<file path="src/rtl/mips_pkg.sv">
// Shared definitions for the multi-cycle MIPS controller: state encoding,
// opcode values, mux select codes and the control-word layout.
// Optional feature macro: MIPS_MC_ADDI_EN adds the ADDIEX/ADDIWB states.
package mips_pkg;

  typedef enum logic [3:0] {
    S_IDLE   = 4'd0,
    S_FETCH  = 4'd1,
    S_DECODE = 4'd2,
    S_MEMADR = 4'd3,
    S_MEMRD  = 4'd4,
    S_MEMWB  = 4'd5,
    S_MEMWR  = 4'd6,
    S_RTEXEC = 4'd7,
    S_RTWB   = 4'd8,
    S_BEQ    = 4'd9,
`ifdef MIPS_MC_ADDI_EN
    S_JUMP   = 4'd10,
    S_ADDIEX = 4'd11,
    S_ADDIWB = 4'd12
`else
    S_JUMP   = 4'd10
`endif
  } state_e;

  localparam logic [5:0] OP_RTYPE = 6'b000000;
  localparam logic [5:0] OP_LW    = 6'b100011;
  localparam logic [5:0] OP_SW    = 6'b101011;
  localparam logic [5:0] OP_BEQ   = 6'b000100;
  localparam logic [5:0] OP_J     = 6'b000010;
  localparam logic [5:0] OP_ADDI  = 6'b001000;

  localparam logic [1:0] ALUOP_ADD   = 2'b00;
  localparam logic [1:0] ALUOP_SUB   = 2'b01;
  localparam logic [1:0] ALUOP_FUNCT = 2'b10;

  localparam logic [1:0] PCSRC_ALU    = 2'b00;
  localparam logic [1:0] PCSRC_ALUOUT = 2'b01;
  localparam logic [1:0] PCSRC_JUMP   = 2'b10;

  localparam logic [1:0] SRCB_REG     = 2'b00;
  localparam logic [1:0] SRCB_FOUR    = 2'b01;
  localparam logic [1:0] SRCB_IMM     = 2'b10;
  localparam logic [1:0] SRCB_IMM_SH2 = 2'b11;

  typedef struct packed {
    logic       pc_write;
    logic       pc_write_cond;
    logic       ior_d;
    logic       mem_read;
    logic       mem_write;
    logic       mem_to_reg;
    logic       ir_write;
    logic       alu_src_a;
    logic       reg_write;
    logic       reg_dst;
    logic [1:0] pc_source;
    logic [1:0] alu_src_b;
    logic [1:0] alu_op;
  } ctrl_t;

  // Last state of an instruction; leaving it for FETCH retires the instruction.
  function automatic logic is_terminal(input state_e s);
    logic t;
    t = 1'b0;
    case (s)
      S_MEMWB, S_MEMWR, S_RTWB, S_BEQ, S_JUMP: t = 1'b1;
`ifdef MIPS_MC_ADDI_EN
      S_ADDIWB: t = 1'b1;
`endif
      default: t = 1'b0;
    endcase
    return t;
  endfunction

endpackage

</file>
<file path="src/rtl/mips_mc_decode.sv">
// Combinational state-to-control-word decoder (Moore outputs).
// Optional feature macro: MIPS_MC_ADDI_EN decodes the addi states.
module mips_mc_decode
  import mips_pkg::*;
(
  input  state_e state,
  output ctrl_t  ctrl
);

  // Every field defaults to 0; each state only raises what it needs.
  always_comb begin
    ctrl = '0;
    case (state)
      S_FETCH: begin
        ctrl.mem_read  = 1'b1;
        ctrl.ir_write  = 1'b1;
        ctrl.alu_src_b = SRCB_FOUR;
        ctrl.pc_write  = 1'b1;
        ctrl.alu_op    = ALUOP_ADD;
        ctrl.pc_source = PCSRC_ALU;
      end
      S_DECODE: begin
        ctrl.alu_src_b = SRCB_IMM_SH2;
        ctrl.alu_op    = ALUOP_ADD;
      end
      S_MEMADR: begin
        ctrl.alu_src_a = 1'b1;
        ctrl.alu_src_b = SRCB_IMM;
        ctrl.alu_op    = ALUOP_ADD;
      end
      S_MEMRD: begin
        ctrl.mem_read = 1'b1;
        ctrl.ior_d    = 1'b1;
      end
      S_MEMWB: begin
        ctrl.reg_write  = 1'b1;
        ctrl.mem_to_reg = 1'b1;
      end
      S_MEMWR: begin
        ctrl.mem_write = 1'b1;
        ctrl.ior_d     = 1'b1;
      end
      S_RTEXEC: begin
        ctrl.alu_src_a = 1'b1;
        ctrl.alu_src_b = SRCB_REG;
        ctrl.alu_op    = ALUOP_FUNCT;
      end
      S_RTWB: begin
        ctrl.reg_write = 1'b1;
        ctrl.reg_dst   = 1'b1;
      end
      S_BEQ: begin
        ctrl.alu_src_a     = 1'b1;
        ctrl.alu_op        = ALUOP_SUB;
        ctrl.pc_write_cond = 1'b1;
        ctrl.pc_source     = PCSRC_ALUOUT;
      end
      S_JUMP: begin
        ctrl.pc_write  = 1'b1;
        ctrl.pc_source = PCSRC_JUMP;
      end
`ifdef MIPS_MC_ADDI_EN
      S_ADDIEX: begin
        ctrl.alu_src_a = 1'b1;
        ctrl.alu_src_b = SRCB_IMM;
        ctrl.alu_op    = ALUOP_ADD;
      end
      S_ADDIWB: begin
        ctrl.reg_write = 1'b1;
      end
`endif
      default: ctrl = '0;
    endcase
  end

endmodule

</file>
<file path="src/rtl/mips_mc_ctrl.sv">
// Multi-cycle MIPS control unit: Moore FSM, retired-instruction counter and
// sticky illegal-opcode flag. Control outputs come from mips_mc_decode.
// Optional feature macro: MIPS_MC_ADDI_EN enables the addi instruction.
module mips_mc_ctrl
  import mips_pkg::*;
#(
  parameter int CNT_W = 32
) (
  input  logic             clk,
  input  logic             rst_n,
  input  logic             start,
  input  logic [5:0]       opcode,
  output logic             PCWrite,
  output logic             PCWriteCond,
  output logic             IorD,
  output logic             MemRead,
  output logic             MemWrite,
  output logic             MemToReg,
  output logic             IRWrite,
  output logic             AluSrcA,
  output logic             RegWrite,
  output logic             RegDst,
  output logic [1:0]       PCSource,
  output logic [1:0]       AluSrcB,
  output logic [1:0]       AluOp,
  output logic             illegal,
  output logic [CNT_W-1:0] instr_count,
  output logic [3:0]       state_o
);

  state_e state_q;
  state_e state_d;
  logic   decode_bad;
  ctrl_t  ctrl;

  // State register; reset aborts any instruction in flight.
  always_ff @(posedge clk or negedge rst_n) begin
    if (!rst_n) state_q <= S_IDLE;
    else        state_q <= state_d;
  end

  // Next-state logic; start overrides everything, stray encodings fall to IDLE.
  always_comb begin
    state_d    = S_IDLE;
    decode_bad = 1'b0;
    if (start) begin
      state_d = S_IDLE;
    end else begin
      case (state_q)
        S_IDLE:   state_d = S_FETCH;
        S_FETCH:  state_d = S_DECODE;
        S_DECODE: begin
          case (opcode)
            OP_LW, OP_SW: state_d = S_MEMADR;
            OP_RTYPE:     state_d = S_RTEXEC;
            OP_BEQ:       state_d = S_BEQ;
            OP_J:         state_d = S_JUMP;
`ifdef MIPS_MC_ADDI_EN
            OP_ADDI:      state_d = S_ADDIEX;
`endif
            default: begin
              state_d    = S_FETCH;
              decode_bad = 1'b1;
            end
          endcase
        end
        // Only lw and sw reach MEMADR, so bit 3 of the opcode picks the path.
        S_MEMADR: state_d = (opcode == OP_SW) ? S_MEMWR : S_MEMRD;
        S_MEMRD:  state_d = S_MEMWB;
        S_RTEXEC: state_d = S_RTWB;
        S_MEMWB, S_MEMWR, S_RTWB, S_BEQ, S_JUMP: state_d = S_FETCH;
`ifdef MIPS_MC_ADDI_EN
        S_ADDIEX: state_d = S_ADDIWB;
        S_ADDIWB: state_d = S_FETCH;
`endif
        default:  state_d = S_IDLE;
      endcase
    end
  end

  // Retire counter: counts terminal-state exits to FETCH, wraps naturally.
  always_ff @(posedge clk or negedge rst_n) begin
    if (!rst_n) begin
      instr_count <= '0;
    end else if (!start && state_d == S_FETCH && is_terminal(state_q)) begin
      instr_count <= instr_count + CNT_W'(1);
    end
  end

  // Sticky illegal flag: set on a bad decode, cleared when leaving IDLE.
  always_ff @(posedge clk or negedge rst_n) begin
    if (!rst_n) begin
      illegal <= 1'b0;
    end else if (!start) begin
      if (state_q == S_IDLE) illegal <= 1'b0;
      else if (decode_bad)   illegal <= 1'b1;
    end
  end

  mips_mc_decode u_decode (
    .state (state_q),
    .ctrl  (ctrl)
  );

  assign PCWrite     = ctrl.pc_write;
  assign PCWriteCond = ctrl.pc_write_cond;
  assign IorD        = ctrl.ior_d;
  assign MemRead     = ctrl.mem_read;
  assign MemWrite    = ctrl.mem_write;
  assign MemToReg    = ctrl.mem_to_reg;
  assign IRWrite     = ctrl.ir_write;
  assign AluSrcA     = ctrl.alu_src_a;
  assign RegWrite    = ctrl.reg_write;
  assign RegDst      = ctrl.reg_dst;
  assign PCSource    = ctrl.pc_source;
  assign AluSrcB     = ctrl.alu_src_b;
  assign AluOp       = ctrl.alu_op;
  assign state_o     = state_q;

endmodule

</file>
<file path="config.mk">
export PLATFORM = sky130hd
export DESIGN_NAME = mips_mc_ctrl
export DESIGN_NICKNAME = d
export VERILOG_FILES = /design/src/rtl/mips_pkg.sv /design/src/rtl/mips_mc_decode.sv /design/src/rtl/mips_mc_ctrl.sv
export SDC_FILE = /design/constraint.sdc
export NUM_CORES = 1
export LEC_CHECK = 0
export BUFFER_PORTS_ARGS = -buffer_cell sky130_fd_sc_hd__buf_2
export CORE_AREA = 2 2 86 108
export DETAILED_ROUTE_END_ITERATION = 8
export DIE_AREA = 0 0 88 110
export PLACE_DENSITY = 0.42
export SYNTH_ARGS = -nofsm -noshare
export SYNTH_HDL_FRONTEND = slang
export SYNTH_SLANG_ARGS = --single-unit
export TNS_END_PERCENT = 30
</file>
<file path="constraint.sdc">
create_clock -name clk -period 1.72 [get_ports clk]
set_input_delay 0.344 -clock clk [delete_from_list [all_inputs] [get_ports clk]]
set_output_delay 0.344 -clock clk [all_outputs]
set_load 0.02 [all_outputs]
</file>
==> metrics, run 1 <==
outcome=finished clean; clock sink count=37; Antenna diodes=0; Buf+Inv Stages, Crit Path=1; nets=310; ANT nets after route=0; worst vdd ir=0.3204 mV; post-synth top area share=0.4562; Clock Pin Slew Worst Setup and Hold Paths=roughly 0.080 ns; worst slew pin tran=0.5226 ns; post-synthesis to final-layout area growth=50.00%; Clock Skew=about 0.0064 ns; Pwr Density=~620 mW/mm²; Syn Inst Count=204; root buffer cell=clkbuf_8; Worst-Skew Late Latency=between 0.2 and 0.3 ns; HP Class=in2async; drt first-iter violations=around 60; DR WL/cell=13.84 µm; Worst EP required=slightly below 2 ns; power after layout=between 1.5 and 2 mW; dpl cell area=0.002624 mm²; CP Class=reg2reg; synth warn=0; DIE WIDTH=around 88 µm; routed vias=approximately 1900; Seq pwr share=0.487; startpoint types=flip-flop; initial core utilization=0.2358; Post-Syn Area=about 0.0020 mm²; top-count cell post-synth=dfrtp_1; CP max FO=9; CTS buffer count=5; Cell Count, Final, Fillers Out=420; post-route cell area=between 0.003 and 0.004 mm²; vias in the first global route=1862; Setup TNS=0 ns; Post-synth ARST share=1.000; Synth Area in Simple Gates=0.2885; Crit-path slowest cell=dfrtp_2; first-pass GRT wire length=9.114 mm; Clock Power Share=0.332; Final HPWL DP=3.940 mm; via/cell ratio=about 4.5; largest net degree at the start of global routing=38; EDFF count, synth=0; post-synth cell types=39; core area=0.008606 mm²; Fmax=between 0.5 and 0.6 GHz; die area=about 0.0097 mm²; final setup fails=0; Lkg Pwr=between 1 and 1.5 nW; CP endpoint kind=flip-flop; Final Hold Fails=0; switch share=0.2783; H-Tree Depth=2; Synth top cells by count=dfrtp_1, xnor2_1, nand4_1; synth top area cells=dfrtp_1, xnor2_1, nand4_1; final wirelength=slightly below 6 mm; most common flop cell mapped by yosys=dfrtp_1; RSZ-0062 raised after global routing=yes; syn nets=around 210; synthesized flop and latch total=37; post-route minimum period=around 1.7 ns; Max Slew Vio Count=0; internal power=around 1.4 mW; part of the Yosys area used for sequential elements=0.4562; final worst slack=around 0.0043 ns; Clock Tree Buf Depth=2; initial antenna violation count=0; total iterations of the first detailed-routing run=4; Critical Path AT=approximately 1.9 ns; max_cap viols=0; CTS tree=built; DRC viols=0; Switching Power=about 0.53 mW; pre-CTS setup slack=between 0.07 and 0.08 ns; mux cell area share after synthesis=0; Relative slew margins=0.6516; cts hold-fix bufs=0; XOR/XNOR share of the synthesized area=0.1424; area leader, netlist=dfrtp_1; main combinational cell family by area after synthesis=simple AND/OR/NAND/NOR gates; hold slack final=around 0.095 ns; fraction of the mapped netlist area in adder cells=0.006165; Top Ports=62; worst-path cell chain=buf_4, a221oi_4, o21ai_2, nor4_1, xor2_1; standard-cell rows=38; placed insts=396; Die H=between 100 and 150 µm; Comb power frac=0.181; CP max stage delay=0.44 ns; share of layout cells above drive strength 1=0.4667; CP delay by family, top=compound AO/OA/AOI/OAI gates; GRT Util Overall=0.1204; Final GP Congestion=approximately 0.7; final core utilization=0.3537; crit share post-route=0.9975; input/output buffers=61; global route overflow=0; Mean Syn Cell Area=between 9 and 10 µm²; Compound-Gate Fraction of Synth Area=0.07152
## metal layers
metal,up-vias,GRT usage,routed length [µm]
met5,-,0,0
met4,0,0.04396,60
met3,4,0.02532,318
met2,58,0.2002,2786
met1,909,0.1536,2647
li1,922,-,-
## state kept, by name, summed over array words and instances, names as in the netlist
register / count
instr_count: 32
state_o: 4
illegal: 1
## cells by family after synthesis
family                   Yosys count
AND/OR/NAND/NOR                  102
XOR/XNOR                          33
flip-flops                        37
AO/OA/AOI/OAI                     18
adder cells (fa/ha/maj)            1
buffers and inverters             13
## repair_timing
| item | in CTS | in global routing |
|---|---|---|
| gates resized for setup | 23 | 26 |
| pin swaps | 2 | 7 |
| cloned | 0 | 1 |
| setup buffers | 13 | 3 |
| endpoints found under the hold margin | 0 | 0 |
| endpoints found under the setup margin | 13 | 34 |
## layout make-up
cell class                 instances  area (µm²)
clock buffer                       7       86.33
inverter                           2       7.507
multi-input combinational        154        1171
tap                              120       150.1
sequential                        37       930.9
timing repair buffer             100       698.2
fill                             912        5562
## power groups by stage
stage / Combinational (mW) / Sequential (mW) / Clock (mW)
final: 0.344 / 0.927 / 0.631
after CTS: 0.322 / 0.927 / 0.657
after global placement: 0.273 / 0.946 / 0
after global routing: 0.374 / 0.931 / 0.689
after detailed placement: 0.275 / 0.945 / 0
after floorplan: 0.106 / 0.977 / 0
## worst paths after layout
kind                                             start  cells past startpoint                     endpoint  slack (ns)
min in group clk                                 start                      2         state_o[3]$_DFF_PN0_        0.32
min                                              rst_n                      2   instr_count[5]$_DFFE_PN0P_         0.1
max in group asynchronous                        rst_n                      2         state_o[2]$_DFF_PN0_        1.24
min reg2reg                instr_count[31]$_DFFE_PN0P_                      1  instr_count[31]$_DFFE_PN0P_        0.48
max                               state_o[1]$_DFF_PN0_                      5  instr_count[15]$_DFFE_PN0P_       0.004
max reg2reg                       state_o[1]$_DFF_PN0_                      5  instr_count[15]$_DFFE_PN0P_       0.004
## layout by cell type, fill, tap and decap left out, types with 2 or more instances in the layout
| cell type | n |
|---|---|
| buf_6 | 12 |
| buf_2 | 56 |
| a211oi_1 | 2 |
| nand3_1 | 11 |
| inv_1 | 2 |
| nand4_2 | 2 |
| xnor2_1 | 24 |
| dfrtp_1 | 33 |
| a21oi_1 | 2 |
| or2_4 | 2 |
| nor3_4 | 2 |
| dfrtp_2 | 4 |
| nor4_1 | 5 |
| nand2_1 | 14 |
| buf_12 | 2 |
| xor2_1 | 8 |
| and3_1 | 4 |
| nor2_1 | 13 |
| buf_4 | 29 |
| clkbuf_8 | 6 |
| and4_1 | 2 |
| nor4_2 | 4 |
| nand4_1 | 18 |
| o21ai_0 | 3 |
| nand2b_4 | 5 |
| nor3_1 | 4 |
| and2_1 | 4 |
Power figures use the tool's default switching activity.
==> inputs of run 2 (changes only) <==
--- a/config.mk
+++ b/config.mk
@@ -5,11 +5,12 @@
 export SDC_FILE = /design/constraint.sdc
 export NUM_CORES = 1
 export LEC_CHECK = 0
+export ABC_AREA = 1
 export BUFFER_PORTS_ARGS = -buffer_cell sky130_fd_sc_hd__buf_2
-export CORE_AREA = 2 2 86 108
+export CORE_AREA = 2 2 95 120
 export DETAILED_ROUTE_END_ITERATION = 8
-export DIE_AREA = 0 0 88 110
-export PLACE_DENSITY = 0.42
+export DIE_AREA = 0 0 97 122
+export PLACE_DENSITY = 0.41
 export SYNTH_ARGS = -nofsm -noshare
 export SYNTH_HDL_FRONTEND = slang
 export SYNTH_SLANG_ARGS = --single-unit
==> run 2 against run 1 <==
Effect of this change: via count grew 39%; combinational power grew 4%; highest routed layer unchanged; fmax grew 2.5%; clock skew is essentially flat; non-clock buffer count shrank 17; setup slack gained 0.042 ns; die area grew 22%; register-to-register slack gained 0.04 ns; synthesized cell count grew 93%; clock power grew 68%; sequential cell count is the same; area after synthesis grew 24%.
==> metrics, run 2 <==
outcome=finished clean; DIE WIDTH=97 µm; Relative slew margins=0.7285; Switching Power=0.6223 mW; Worst EP required=1.38 ns; startpoint types=flip-flop; post-synth cell types=27; final worst slack=0.04643 ns; placed insts=591; syn nets=just over 400; vias in the first global route=2578; Critical Path AT=around 1.3 ns; Syn Inst Count=between 300 and 400; Final Hold Fails=0; Fmax=0.5975 GHz; Max Slew Vio Count=0; Clock Tree Buf Depth=2; worst slew pin tran=roughly 0.41 ns; Final HPWL DP=between 6 and 7 mm; die area=0.01183 mm²; Top Ports=between 60 and 70; Worst-Skew Late Latency=0.29 ns; Post-synth ARST share=1.000; max_cap viols=0; post-route minimum period=roughly 1.7 ns; core area=~0.011 mm²; RSZ-0062 raised after global routing=yes; final wirelength=7.897 mm; drt first-iter violations=54; Clock Skew=0.006255 ns; largest reg by FF count=instr_count; total iterations of the first detailed-routing run=4; part of the Yosys area used for sequential elements=0.3678; CP max FO=5; Final GP Congestion=0.7800; hold slack final=between 0.2 and 0.3 ns; ANT nets after route=0; EDFF count, synth=0; Post-Syn Area=approximately 0.0025 mm²; Seq pwr share=0.398; Clock Pin Slew Worst Setup and Hold Paths=0.06 ns; DR WL/cell=around 13 µm; CP Class=reg2out; dpl cell area=~0.003 mm²; synth top area cells=dfrtp_1, nand2_1, nor2_1; worst vdd ir=0.3053 mV; Die H=122 µm; most frequent cells in the layout=nand2_1, nor2_1, buf_2; GRT Util Overall=0.1382; top-count cell post-synth=nand2_1; final setup fails=0; Largest register FFs=32; crit share post-route=0.9730; initial antenna violation count=0; clock sink count=37; largest net degree at the start of global routing=23; Pwr Density=just under 700 mW/mm²; standard-cell rows=between 40 and 50; routed vias=about 2600; Setup TNS=0 ns; area leader, netlist=dfrtp_1; CTS buffer count=5; switch share=0.2646; nets=around 490; power after layout=2.352 mW; synthesized flop and latch total=37; global route overflow=0; first-pass GRT wire length=around 13 mm; Cell Count, Final, Fillers Out=614; input/output buffers=61; H-Tree Depth=2; DRC viols=0; post-synth top area share=0.3678; Comb power frac=0.152; via/cell ratio=approximately 4.3; internal power=1.730 mW; Lkg Pwr=1.691 nW; CTS tree=built; root buffer cell=clkbuf_16; most common cell after layout, fill and taps aside=nand2_1; post-synthesis to final-layout area growth=34.39%; Antenna diodes=0; Mean Syn Cell Area=6.406 µm²; synth warn=0; HP Class=in2reg; post-route cell area=0.003383 mm²; Synth top cells by count=nand2_1, nor2_1, inv_1; initial core utilization=0.2328; CP endpoint kind=primary output; most common flop cell mapped by yosys=dfrtp_1; share of layout cells above drive strength 1=0.2610; Clock Power Share=0.450; final core utilization=0.3129; pre-CTS setup slack=roughly 0.07 ns
-- run 2: repair_timing --
action	4_1_cts	5_1_grt
resized for setup	8	31
hold buffers	1	0
hold endpoints to repair	15	0
endpoints found under the setup margin	6	24
buffers inserted	9	5
pin swaps	1	5
-- run 2: cell type report --
| class | count | area [µm²] |
|---|---|---|
| sequential | 37 | 930.9 |
| clock inverter | 2 | 38.79 |
| fill | 1193 | 7431 |
| clock buffer | 6 | 128.9 |
| inverter | 41 | 161.4 |
| tap | 135 | 168.9 |
| timing repair buffer | 83 | 496.7 |
| multi-input combinational | 310 | 1458 |
-- run 2: worst paths after layout --
check,to,startpoint,depth (start not counted),slack [ns]
setup / recovery,AluSrcB[0],state_o[0]$_DFF_PN0_,6,0.05
hold / removal,state_o[1]$_DFF_PN0_,start,2,0.27
setup reg to reg,instr_count[6]$_DFFE_PN0P_,state_o[3]$_DFF_PN0_,10,0.05
hold reg to reg,instr_count[5]$_DFFE_PN0P_,instr_count[5]$_DFFE_PN0P_,1,0.51
max in group asynchronous,instr_count[21]$_DFFE_PN0P_,rst_n,3,0.69
min in group asynchronous,instr_count[8]$_DFFE_PN0P_,rst_n,2,0.52
-- run 2: power by group through the flow --
stage / logic [mW] / registers [mW] / clock network [mW]
after floorplan: 0.134 / 0.976 / 0
after detailed placement: 0.283 / 0.949 / 0
final: 0.358 / 0.937 / 1.06
after global placement: 0.285 / 0.948 / 0
after global routing: 0.397 / 0.942 / 1.13
after CTS: 0.318 / 0.933 / 1.09
-- run 2: kinds of logic (layout without fill, tap and decap cells) --
family	Yosys count	after routing	share of synthesized area
AO/OA/AOI/OAI	9	9	0.02485
AND/OR/NAND/NOR	285	285	0.4652
adder cells (fa/ha/maj)	1	1	0.004969
buffers and inverters	46	132	0.07902
flip-flops	37	37	0.3678
XOR/XNOR	15	15	0.05815
-- run 2: layer usage --
metal | track usage | share of wire | vias to the layer above
met5 | 0 | 0 | -
met4 | 0.06690 | 0.036 | 0
met3 | 0.02811 | 0.046 | 16
met2 | 0.2513 | 0.50 | 63
met1 | 0.1542 | 0.42 | 1186
li1 | - | - | 1370
-- run 2: critical path, stage by stage (launching register included) --
cell	delay, ns
dfrtp_2	0.45
inv_2	0.08
nand2_2	0.09
nor2_2	0.14
inv_1	0.06
nand2_1	0.06
buf_2	0.15
